File: config.mk
export PLATFORM = sky130hd
export DESIGN_NAME = debug_host_engine
export DESIGN_NICKNAME = d
export VERILOG_FILES = /design/src/rtl/debug_host_engine_pkg.sv /design/src/rtl/debug_word_assembler.sv /design/src/rtl/debug_host_engine.sv
export SDC_FILE = /design/constraint.sdc
export NUM_CORES = 1
export LEC_CHECK = 0
export BUFFER_PORTS_ARGS = -buffer_cell sky130_fd_sc_hd__buf_2
export CORE_ASPECT_RATIO = 0.75
export CORE_UTILIZATION = 56
export DETAILED_ROUTE_END_ITERATION = 12
export PLACE_DENSITY_LB_ADDON = 0.15
export SLEW_MARGIN = 30
export SYNTH_ARGS = -nofsm -noshare
export SYNTH_HDL_FRONTEND = slang
export SYNTH_SLANG_ARGS = --single-unit
File: constraint.sdc
create_clock -name i_clock -period 3.2 [get_ports i_clock]
set_clock_uncertainty 0.05 [all_clocks]
set_input_delay 0.16 -clock i_clock [delete_from_list [all_inputs] [get_ports i_clock]]
set_output_delay 0.16 -clock i_clock [all_outputs]
set_load 0.02 [all_outputs]
File: src/rtl/debug_host_engine_pkg.sv
// Shared constants for the debug UART host engine: opcodes, capture kinds,
// FSM state encodings and response-length helpers.
package debug_host_engine_pkg;

  // Command opcodes
  localparam logic [7:0] OP_WRITE_IM     = 8'd1;
  localparam logic [7:0] OP_START        = 8'd2;
  localparam logic [7:0] OP_STEP_BY_STEP = 8'd3;
  localparam logic [7:0] OP_SEND_BR      = 8'd4;
  localparam logic [7:0] OP_SEND_MEM     = 8'd5;
  localparam logic [7:0] OP_SEND_PC      = 8'd6;
  localparam logic [7:0] OP_STEP         = 8'd7;
  localparam logic [7:0] OP_CONTINUE     = 8'd8;

  // o_cap_kind encodings
  localparam logic [1:0] KIND_PC  = 2'd0;
  localparam logic [1:0] KIND_BR  = 2'd1;
  localparam logic [1:0] KIND_MEM = 2'd2;

  // FSM state encodings
  localparam logic [3:0] ST_IDLE         = 4'd0;
  localparam logic [3:0] ST_SEND_OP      = 4'd1;
  localparam logic [3:0] ST_WAIT_OP_TX   = 4'd2;
  localparam logic [3:0] ST_PROG_FETCH   = 4'd3;
  localparam logic [3:0] ST_PROG_LATCH   = 4'd4;
  localparam logic [3:0] ST_PROG_BYTE    = 4'd5;
  localparam logic [3:0] ST_WAIT_PROG_TX = 4'd6;
  localparam logic [3:0] ST_RECV         = 4'd7;
  localparam logic [3:0] ST_FINISH       = 4'd8;

  // Response framing
  localparam int unsigned BYTES_PER_WORD = 4;
  localparam int unsigned PC_RSP_BYTES   = 1;

  // Number of response bytes the target returns for an opcode
  function automatic int unsigned rsp_len(input logic [7:0] op, input int unsigned n_dump_words);
    case (op)
      OP_SEND_PC:              return PC_RSP_BYTES;
      OP_SEND_BR, OP_SEND_MEM: return BYTES_PER_WORD * n_dump_words;
      OP_STEP:                 return PC_RSP_BYTES + 2 * BYTES_PER_WORD * n_dump_words;
      OP_WRITE_IM, OP_START,
      OP_STEP_BY_STEP,
      OP_CONTINUE:             return 0;
      default:                 return 0;
    endcase
  endfunction

  // Opcodes 1..8 are legal
  function automatic logic is_legal_op(input logic [7:0] op);
    return (op >= OP_WRITE_IM) && (op <= OP_CONTINUE);
  endfunction

endpackage

File: src/rtl/debug_word_assembler.sv
// Shifts MSB-first response bytes into words; single-byte (PC) words bypass the shifter.
module debug_word_assembler #(
  parameter int unsigned NB_BYTE = 8,
  parameter int unsigned NB_DATA = 32
) (
  input  logic               i_clock,
  input  logic               i_reset,
  input  logic               i_clear,
  input  logic               i_byte_valid,
  input  logic               i_single,
  input  logic [NB_BYTE-1:0] i_byte,
  output logic               o_word_valid,
  output logic [NB_DATA-1:0] o_word
);

  localparam int unsigned BYTES_PER_WORD = NB_DATA / NB_BYTE;
  localparam int unsigned NB_BCNT        = $clog2(BYTES_PER_WORD);
  localparam int unsigned NB_PART        = NB_DATA - NB_BYTE;

  logic [NB_PART-1:0] part_q, part_d;
  logic [NB_BCNT-1:0] bcnt_q, bcnt_d;
  logic [NB_DATA-1:0] word_q, word_d;
  logic               valid_q, valid_d;
  logic [NB_DATA-1:0] shifted;

  // Next partial word, byte count and completed-word output
  always_comb begin
    part_d  = part_q;
    bcnt_d  = bcnt_q;
    word_d  = word_q;
    valid_d = 1'b0;
    shifted = {part_q, i_byte};
    if (i_clear) begin
      part_d = '0;
      bcnt_d = '0;
    end else if (i_byte_valid) begin
      if (i_single) begin
        word_d  = NB_DATA'(i_byte);
        valid_d = 1'b1;
      end else if (bcnt_q == NB_BCNT'(BYTES_PER_WORD - 1)) begin
        word_d  = shifted;
        valid_d = 1'b1;
        part_d  = '0;
        bcnt_d  = '0;
      end else begin
        part_d = shifted[NB_PART-1:0];
        bcnt_d = bcnt_q + NB_BCNT'(1);
      end
    end
  end

  // State registers
  always_ff @(posedge i_clock) begin
    if (i_reset) begin
      part_q  <= '0;
      bcnt_q  <= '0;
      word_q  <= '0;
      valid_q <= 1'b0;
    end else begin
      part_q  <= part_d;
      bcnt_q  <= bcnt_d;
      word_q  <= word_d;
      valid_q <= valid_d;
    end
  end

  assign o_word_valid = valid_q;
  assign o_word       = word_q;

endmodule

File: src/rtl/debug_host_engine.sv
// Host-side master for the MIPS debug UART: sends opcodes, streams the program
// image, and collects/tag dump words returned by the target.
module debug_host_engine
  import debug_host_engine_pkg::*;
#(
  parameter int unsigned NB_BYTE        = 8,
  parameter int unsigned NB_DATA        = 32,
  parameter int unsigned IM_WORDS       = 11,
  parameter int unsigned N_DUMP_WORDS   = 32,
  parameter int unsigned NB_PROG_ADDR   = 8,
  parameter int unsigned TIMEOUT_CYCLES = 1000000
) (
  input  logic                    i_clock,
  input  logic                    i_reset,
  input  logic                    i_cmd_valid,
  input  logic [7:0]              i_cmd,
  output logic                    o_cmd_ready,
  output logic [NB_PROG_ADDR-1:0] o_prog_addr,
  input  logic [NB_DATA-1:0]      i_prog_data,
  output logic                    o_tx_start,
  output logic [NB_BYTE-1:0]      o_tx_data,
  input  logic                    i_tx_done,
  input  logic                    i_rx_done,
  input  logic [NB_BYTE-1:0]      i_rx_data,
  output logic                    o_cap_valid,
  output logic [1:0]              o_cap_kind,
  output logic [4:0]              o_cap_index,
  output logic [NB_DATA-1:0]      o_cap_data,
  output logic                    o_done,
  output logic                    o_error
);

  localparam int unsigned NB_CNT    = $clog2(2 * BYTES_PER_WORD * N_DUMP_WORDS + 2);
  localparam int unsigned NB_TO     = $clog2(TIMEOUT_CYCLES + 1);
  localparam int unsigned DUMP_BYTES = BYTES_PER_WORD * N_DUMP_WORDS;

  logic [3:0]              state_q, state_d;
  logic [7:0]              op_q, op_d;
  logic [NB_CNT-1:0]       rx_cnt_q, rx_cnt_d;
  logic [NB_TO-1:0]        to_cnt_q, to_cnt_d;
  logic [NB_PROG_ADDR-1:0] prog_addr_q, prog_addr_d;
  logic [NB_DATA-1:0]      prog_word_q, prog_word_d;
  logic [1:0]              byte_sel_q, byte_sel_d;
  logic                    tx_start_q, tx_start_d;
  logic [NB_BYTE-1:0]      tx_data_q, tx_data_d;
  logic                    cmd_ready_q, cmd_ready_d;
  logic [1:0]              cap_kind_q, cap_kind_d;
  logic [4:0]              cap_index_q, cap_index_d;
  logic                    done_q, done_d;
  logic                    error_q, error_d;

  logic [NB_CNT-1:0]       rel_c;
  logic                    is_pc_c;
  logic                    word_end_c;
  logic [1:0]              kind_c;
  logic [4:0]              index_c;
  logic                    last_byte_c;
  logic                    rx_byte_c;

  // Tag the incoming byte (kind, word index, word boundary) from the running byte count
  always_comb begin
    is_pc_c = (op_q == OP_SEND_PC) || ((op_q == OP_STEP) && (rx_cnt_q == '0));
    rel_c   = (op_q == OP_STEP) ? (rx_cnt_q - NB_CNT'(1)) : rx_cnt_q;
    kind_c  = KIND_BR;
    index_c = 5'(rel_c >> 2);
    if (is_pc_c) begin
      kind_c  = KIND_PC;
      index_c = '0;
    end else if (op_q == OP_SEND_MEM) begin
      kind_c = KIND_MEM;
    end else if ((op_q == OP_STEP) && (rel_c >= NB_CNT'(DUMP_BYTES))) begin
      kind_c  = KIND_MEM;
      index_c = 5'((rel_c - NB_CNT'(DUMP_BYTES)) >> 2);
    end
    word_end_c  = is_pc_c || (rel_c[1:0] == 2'b11);
    last_byte_c = (rx_cnt_q == NB_CNT'(rsp_len(op_q, N_DUMP_WORDS) - 32'd1));
    rx_byte_c   = (state_q == ST_RECV) && i_rx_done;
  end

  // Next-state and registered-output logic
  always_comb begin
    state_d     = state_q;
    op_d        = op_q;
    rx_cnt_d    = rx_cnt_q;
    to_cnt_d    = to_cnt_q;
    prog_addr_d = prog_addr_q;
    prog_word_d = prog_word_q;
    byte_sel_d  = byte_sel_q;
    tx_start_d  = 1'b0;
    tx_data_d   = tx_data_q;
    cap_kind_d  = cap_kind_q;
    cap_index_d = cap_index_q;
    done_d      = 1'b0;
    error_d     = 1'b0;
    case (state_q)
      ST_IDLE: begin
        if (i_cmd_valid) begin
          if (is_legal_op(i_cmd)) begin
            op_d    = i_cmd;
            state_d = ST_SEND_OP;
          end else begin
            error_d = 1'b1;
          end
        end
      end
      ST_SEND_OP: begin
        tx_start_d = 1'b1;
        tx_data_d  = NB_BYTE'(op_q);
        state_d    = ST_WAIT_OP_TX;
      end
      ST_WAIT_OP_TX: begin
        if (i_tx_done) begin
          if (op_q == OP_WRITE_IM) begin
            prog_addr_d = '0;
            state_d     = ST_PROG_FETCH;
          end else if (rsp_len(op_q, N_DUMP_WORDS) == 0) begin
            state_d = ST_FINISH;
          end else begin
            rx_cnt_d = '0;
            to_cnt_d = '0;
            state_d  = ST_RECV;
          end
        end
      end
      ST_PROG_FETCH: begin
        state_d = ST_PROG_LATCH;
      end
      ST_PROG_LATCH: begin
        prog_word_d = i_prog_data;
        byte_sel_d  = '0;
        state_d     = ST_PROG_BYTE;
      end
      ST_PROG_BYTE: begin
        tx_start_d = 1'b1;
        tx_data_d  = prog_word_q[byte_sel_q*NB_BYTE +: NB_BYTE];
        state_d    = ST_WAIT_PROG_TX;
      end
      ST_WAIT_PROG_TX: begin
        if (i_tx_done) begin
          if (byte_sel_q == 2'd3) begin
            if (prog_addr_q == NB_PROG_ADDR'(IM_WORDS - 1)) begin
              state_d = ST_FINISH;
            end else begin
              prog_addr_d = prog_addr_q + NB_PROG_ADDR'(1);
              state_d     = ST_PROG_FETCH;
            end
          end else begin
            byte_sel_d = byte_sel_q + 2'd1;
            state_d    = ST_PROG_BYTE;
          end
        end
      end
      ST_RECV: begin
        if (i_rx_done) begin
          to_cnt_d = '0;
          rx_cnt_d = rx_cnt_q + NB_CNT'(1);
          if (word_end_c) begin
            cap_kind_d  = kind_c;
            cap_index_d = index_c;
          end
          if (last_byte_c) begin
            state_d = ST_FINISH;
          end
        end else if (to_cnt_q == NB_TO'(TIMEOUT_CYCLES - 1)) begin
          error_d = 1'b1;
          state_d = ST_IDLE;
        end else begin
          to_cnt_d = to_cnt_q + NB_TO'(1);
        end
      end
      ST_FINISH: begin
        done_d  = 1'b1;
        state_d = ST_IDLE;
      end
      default: begin
        state_d = ST_IDLE;
      end
    endcase
    cmd_ready_d = (state_d == ST_IDLE);
  end

  // State and output registers
  always_ff @(posedge i_clock) begin
    if (i_reset) begin
      state_q     <= ST_IDLE;
      op_q        <= '0;
      rx_cnt_q    <= '0;
      to_cnt_q    <= '0;
      prog_addr_q <= '0;
      prog_word_q <= '0;
      byte_sel_q  <= '0;
      tx_start_q  <= 1'b0;
      tx_data_q   <= '0;
      cmd_ready_q <= 1'b1;
      cap_kind_q  <= '0;
      cap_index_q <= '0;
      done_q      <= 1'b0;
      error_q     <= 1'b0;
    end else begin
      state_q     <= state_d;
      op_q        <= op_d;
      rx_cnt_q    <= rx_cnt_d;
      to_cnt_q    <= to_cnt_d;
      prog_addr_q <= prog_addr_d;
      prog_word_q <= prog_word_d;
      byte_sel_q  <= byte_sel_d;
      tx_start_q  <= tx_start_d;
      tx_data_q   <= tx_data_d;
      cmd_ready_q <= cmd_ready_d;
      cap_kind_q  <= cap_kind_d;
      cap_index_q <= cap_index_d;
      done_q      <= done_d;
      error_q     <= error_d;
    end
  end

  debug_word_assembler #(
    .NB_BYTE (NB_BYTE),
    .NB_DATA (NB_DATA)
  ) u_assembler (
    .i_clock      (i_clock),
    .i_reset      (i_reset),
    .i_clear      (state_q != ST_RECV),
    .i_byte_valid (rx_byte_c),
    .i_single     (is_pc_c),
    .i_byte       (i_rx_data),
    .o_word_valid (o_cap_valid),
    .o_word       (o_cap_data)
  );

  assign o_cmd_ready = cmd_ready_q;
  assign o_prog_addr = prog_addr_q;
  assign o_tx_start  = tx_start_q;
  assign o_tx_data   = tx_data_q;
  assign o_cap_kind  = cap_kind_q;
  assign o_cap_index = cap_index_q;
  assign o_done      = done_q;
  assign o_error     = error_q;

endmodule
==> results.md <==
* Psw at 919 uW
* FF-to-FF path depth at 7
* Largest net degree at the start of global routing at 69
* Via count at 6357
* Core Util, Final at 71.2%
* Total number of H-tree levels at 4
* # DRC at 0
* Total GRT Usage at 28.0%
* PortBufs at 112
* Final setup TNS at 0 ps
* Slew Limit Fails at 0
* WL per Instance at 15.8 um
* RSZ-0062 raised after global routing: no
* Yosys cell types at 56
* CTS max path bufs at 2
* Multi-input gate area in the final layout at 3530 um^2
* Min-Delay Path Depth at 3
* First-pass GRT wire length at 29.4 mm
* Lkg Pwr at 0.00334 uW
* Die area at 13100 um^2
* Sw frac at 21.5%
* GP Congestion at 0.874
* Initial antenna violation count at 0
* Fmax at 365 MHz
* Power density cells at 487 nW/um^2
* Placed Area at 7720 um^2
* Crit path launch type: flip-flop
* Initial Util at 57.5%
* Clock net sink count at 164
* Slew HR at 47.6%
* Clk pwr share at 49.2%
* Site Rows at 35
* Status: finished, final reports clean
* Via density at 5.67
* Synthesized instance count at 814
* Area of all sequential standard cells at 3280 um^2
* Crit path DAT at 2960 ps
* Final instance area at 8760 um^2
* Mean post-synth cell area at 8.70 um^2
* Post-synth top area share at 46.4%
* Nets at 1007
* CTS tree: yes
* Syn nets at 877
* CP max FO at 20
* Synth async-reset ratio at 0%
* Dpl hpwl at 11.6 mm
* Yosys top cell by area: dfxtp_1
* Post-route minimum period at 2740 ps
* ANT nets after route at 0
* Crit end category: flip-flop
* WL final at 17.7 mm
* Io pins at 113
* Total CTS buffers at 17
* Internal at 3350 uW
* EDFF count, synth at 0
* Chip width at 132 um
* Seq cells post-synth at 164
* Drt first-iter violations at 483
* Comb pwr share at 2.9%
* Synth warn at 0
* WS Path Type: reg -> reg
* Die H at 99.4 um
* Sequential cell area fraction in the yosys report at 46.4%
* Endpoints failing hold at 0
* Post-CTS sizing at 0
* Min-delay worst type: in -> reg
* 1st-pass router iterations at 5
* CP Data Required Time at 3420 ps
* Synth Flop Type: dfxtp_1
* Synth top area cells: dfxtp_1 (46%), nand2_1 (6.6%), a21oi_1 (5.4%), nor2_1 (5.2%), a22oi_1 (4.5%)
* Share of layout cells above drive strength 1 at 19.2%
* Post-Synthesis Cell Area at 7080 um^2
* Root Buffer: clkbuf_16
* Slew @ Worst Pin at 786 ps
* Total core area at 12300 um^2
* Ant. Diodes at 0
* Clk pin slew, worst setup/hold paths at 70 ps
* Flop pwr share at 47.9%
* Peak VDD IR at 0.378 mV
* Setup violators final at 0
* Final worst path period share at 85.5%
* Worst-skew pair later-pin latency at 420 ps
* Max Cap Viol at 0
* Gr ovfl total at 0
* Area delta synth->final at 23.7%
* Vias in the first global route at 5935
* Filler instances at 936
-- what timing repair did --
| action | 4_1_cts | 5_1_grt |
|---|---|---|
| setup buffers | 0 | 0 |
| hold endpoints to repair | 51 | 0 |
| hold buffers | 43 | 0 |
-- worst paths after layout --
| path | start | endpoint | slack (ps) |
|---|---|---|---|
| max | op_q[4]$_SDFFE_PP0P_ | to_cnt_q[5]$_SDFFE_PP0P_ | 460 |
| min | i_cmd[1] | op_q[1]$_SDFFE_PP0P_ | 10 |
| max reg2reg | op_q[4]$_SDFFE_PP0P_ | to_cnt_q[5]$_SDFFE_PP0P_ | 460 |
| min reg2reg | prog_word_q[13]$_SDFFE_PP0N_ | prog_word_q[13]$_SDFFE_PP0N_ | 410 |
-- through the flow --
step                setup WS, ps  cells  hold slack (ps)  power [uW]
floorplan                    782    814              246        2120
global placement             648   1048              351        2170
detailed placement           507   1048              357        2170
CTS                          487   1122             6.83        4290
global route                 217   1122             33.9        4410
finish                       463   1122             14.7        4270
-- placed cells by master (no fill, tap or decap), types with 9 or more instances in the layout --
cell type	count
xor2_1	15
mux2i_1	15
nand4_1	13
buf_4	13
nor2_1	98
ha_1	10
nand3_1	11
dfxtp_1	164
and2_1	9
clkbuf_16	17
a21oi_1	76
nand3b_1	26
nor3_1	18
xnor2_1	23
nand2_1	125
a22oi_1	42
buf_2	111
nor4_1	9
inv_1	12
dlygate4sd3_1	43
-- synthesized netlist by cell type, drive strengths merged, types with 3 or more instances --
library cell,number
nor4,11
clkbuf,41
nand3b,26
a31o,3
mux2i,15
dfxtp,164
or3,6
a21oi,76
nor2,99
inv,12
xor2,15
o21ai,11
and3,5
a22oi,42
a211oi,4
nand4,13
nand2b,9
xnor2,24
or4,3
nor3,19
nand3,11
and4,4
and2,9
nor4b,9
ha,10
a31oi,4
buf,15
mux4,8
nand2,125
-- sequential cells by signal, indices dropped and copies added (netlist names), 2 cells and up, named ones only --
| name | count |
|---|---|
| u_assembler.bcnt_q | 2 |
| prog_word_q | 32 |
| u_assembler.o_word | 32 |
| o_tx_data | 8 |
| state_q | 4 |
| to_cnt_q | 20 |
| rx_cnt_q | 9 |
| op_q | 8 |
| o_cap_kind | 2 |
| byte_sel_q | 2 |
| u_assembler.part_q | 24 |
| o_prog_addr | 8 |
| o_cap_index | 5 |
-- power groups by stage --
stage | clock (uW) | combinational [uW] | sequential [uW]
after floorplan | 0 | 33.4 | 2090
after global placement | 0 | 78.2 | 2090
after detailed placement | 0 | 81.0 | 2090
after CTS | 2120 | 121 | 2040
after global routing | 2230 | 135 | 2040
final | 2100 | 125 | 2040
-- metal layers --
layer | share of wire (%) | GRT usage, %
met1 | 47 | 39.6
met2 | 46 | 44.0
met3 | 5.3 | 4.18
met4 | 1.1 | 9.12
met5 | 0 | 0
-- layout make-up --
type                            count  area share [%]
Sequential cell                   164            37.5
Multi-Input combinational cell    582            40.4
Inverter                           12           0.514
Clock buffer                       18            4.90
Timing Repair Buffer              167            12.4
Clock inverter                     13            2.00
Tap cell                          166            2.37
-- critical path, stage by stage (launching register included) --
cell and delay, ps:
dfxtp_1 340, nor4_2 610, nand2_1 230, ha_1 280, o21ai_2 90, a31oi_1 230, nand2b_1 630, nor2_1 130
-- logic make-up after synthesis --
logic type      synth area share, %
xor+xnor                       4.93
mux                            4.67
buf+inv                        3.96
fa+ha+maj                      1.77
simple gates                   24.9
compound gates                 13.4
flops                          46.4
(Power assumes the default switching activity.)
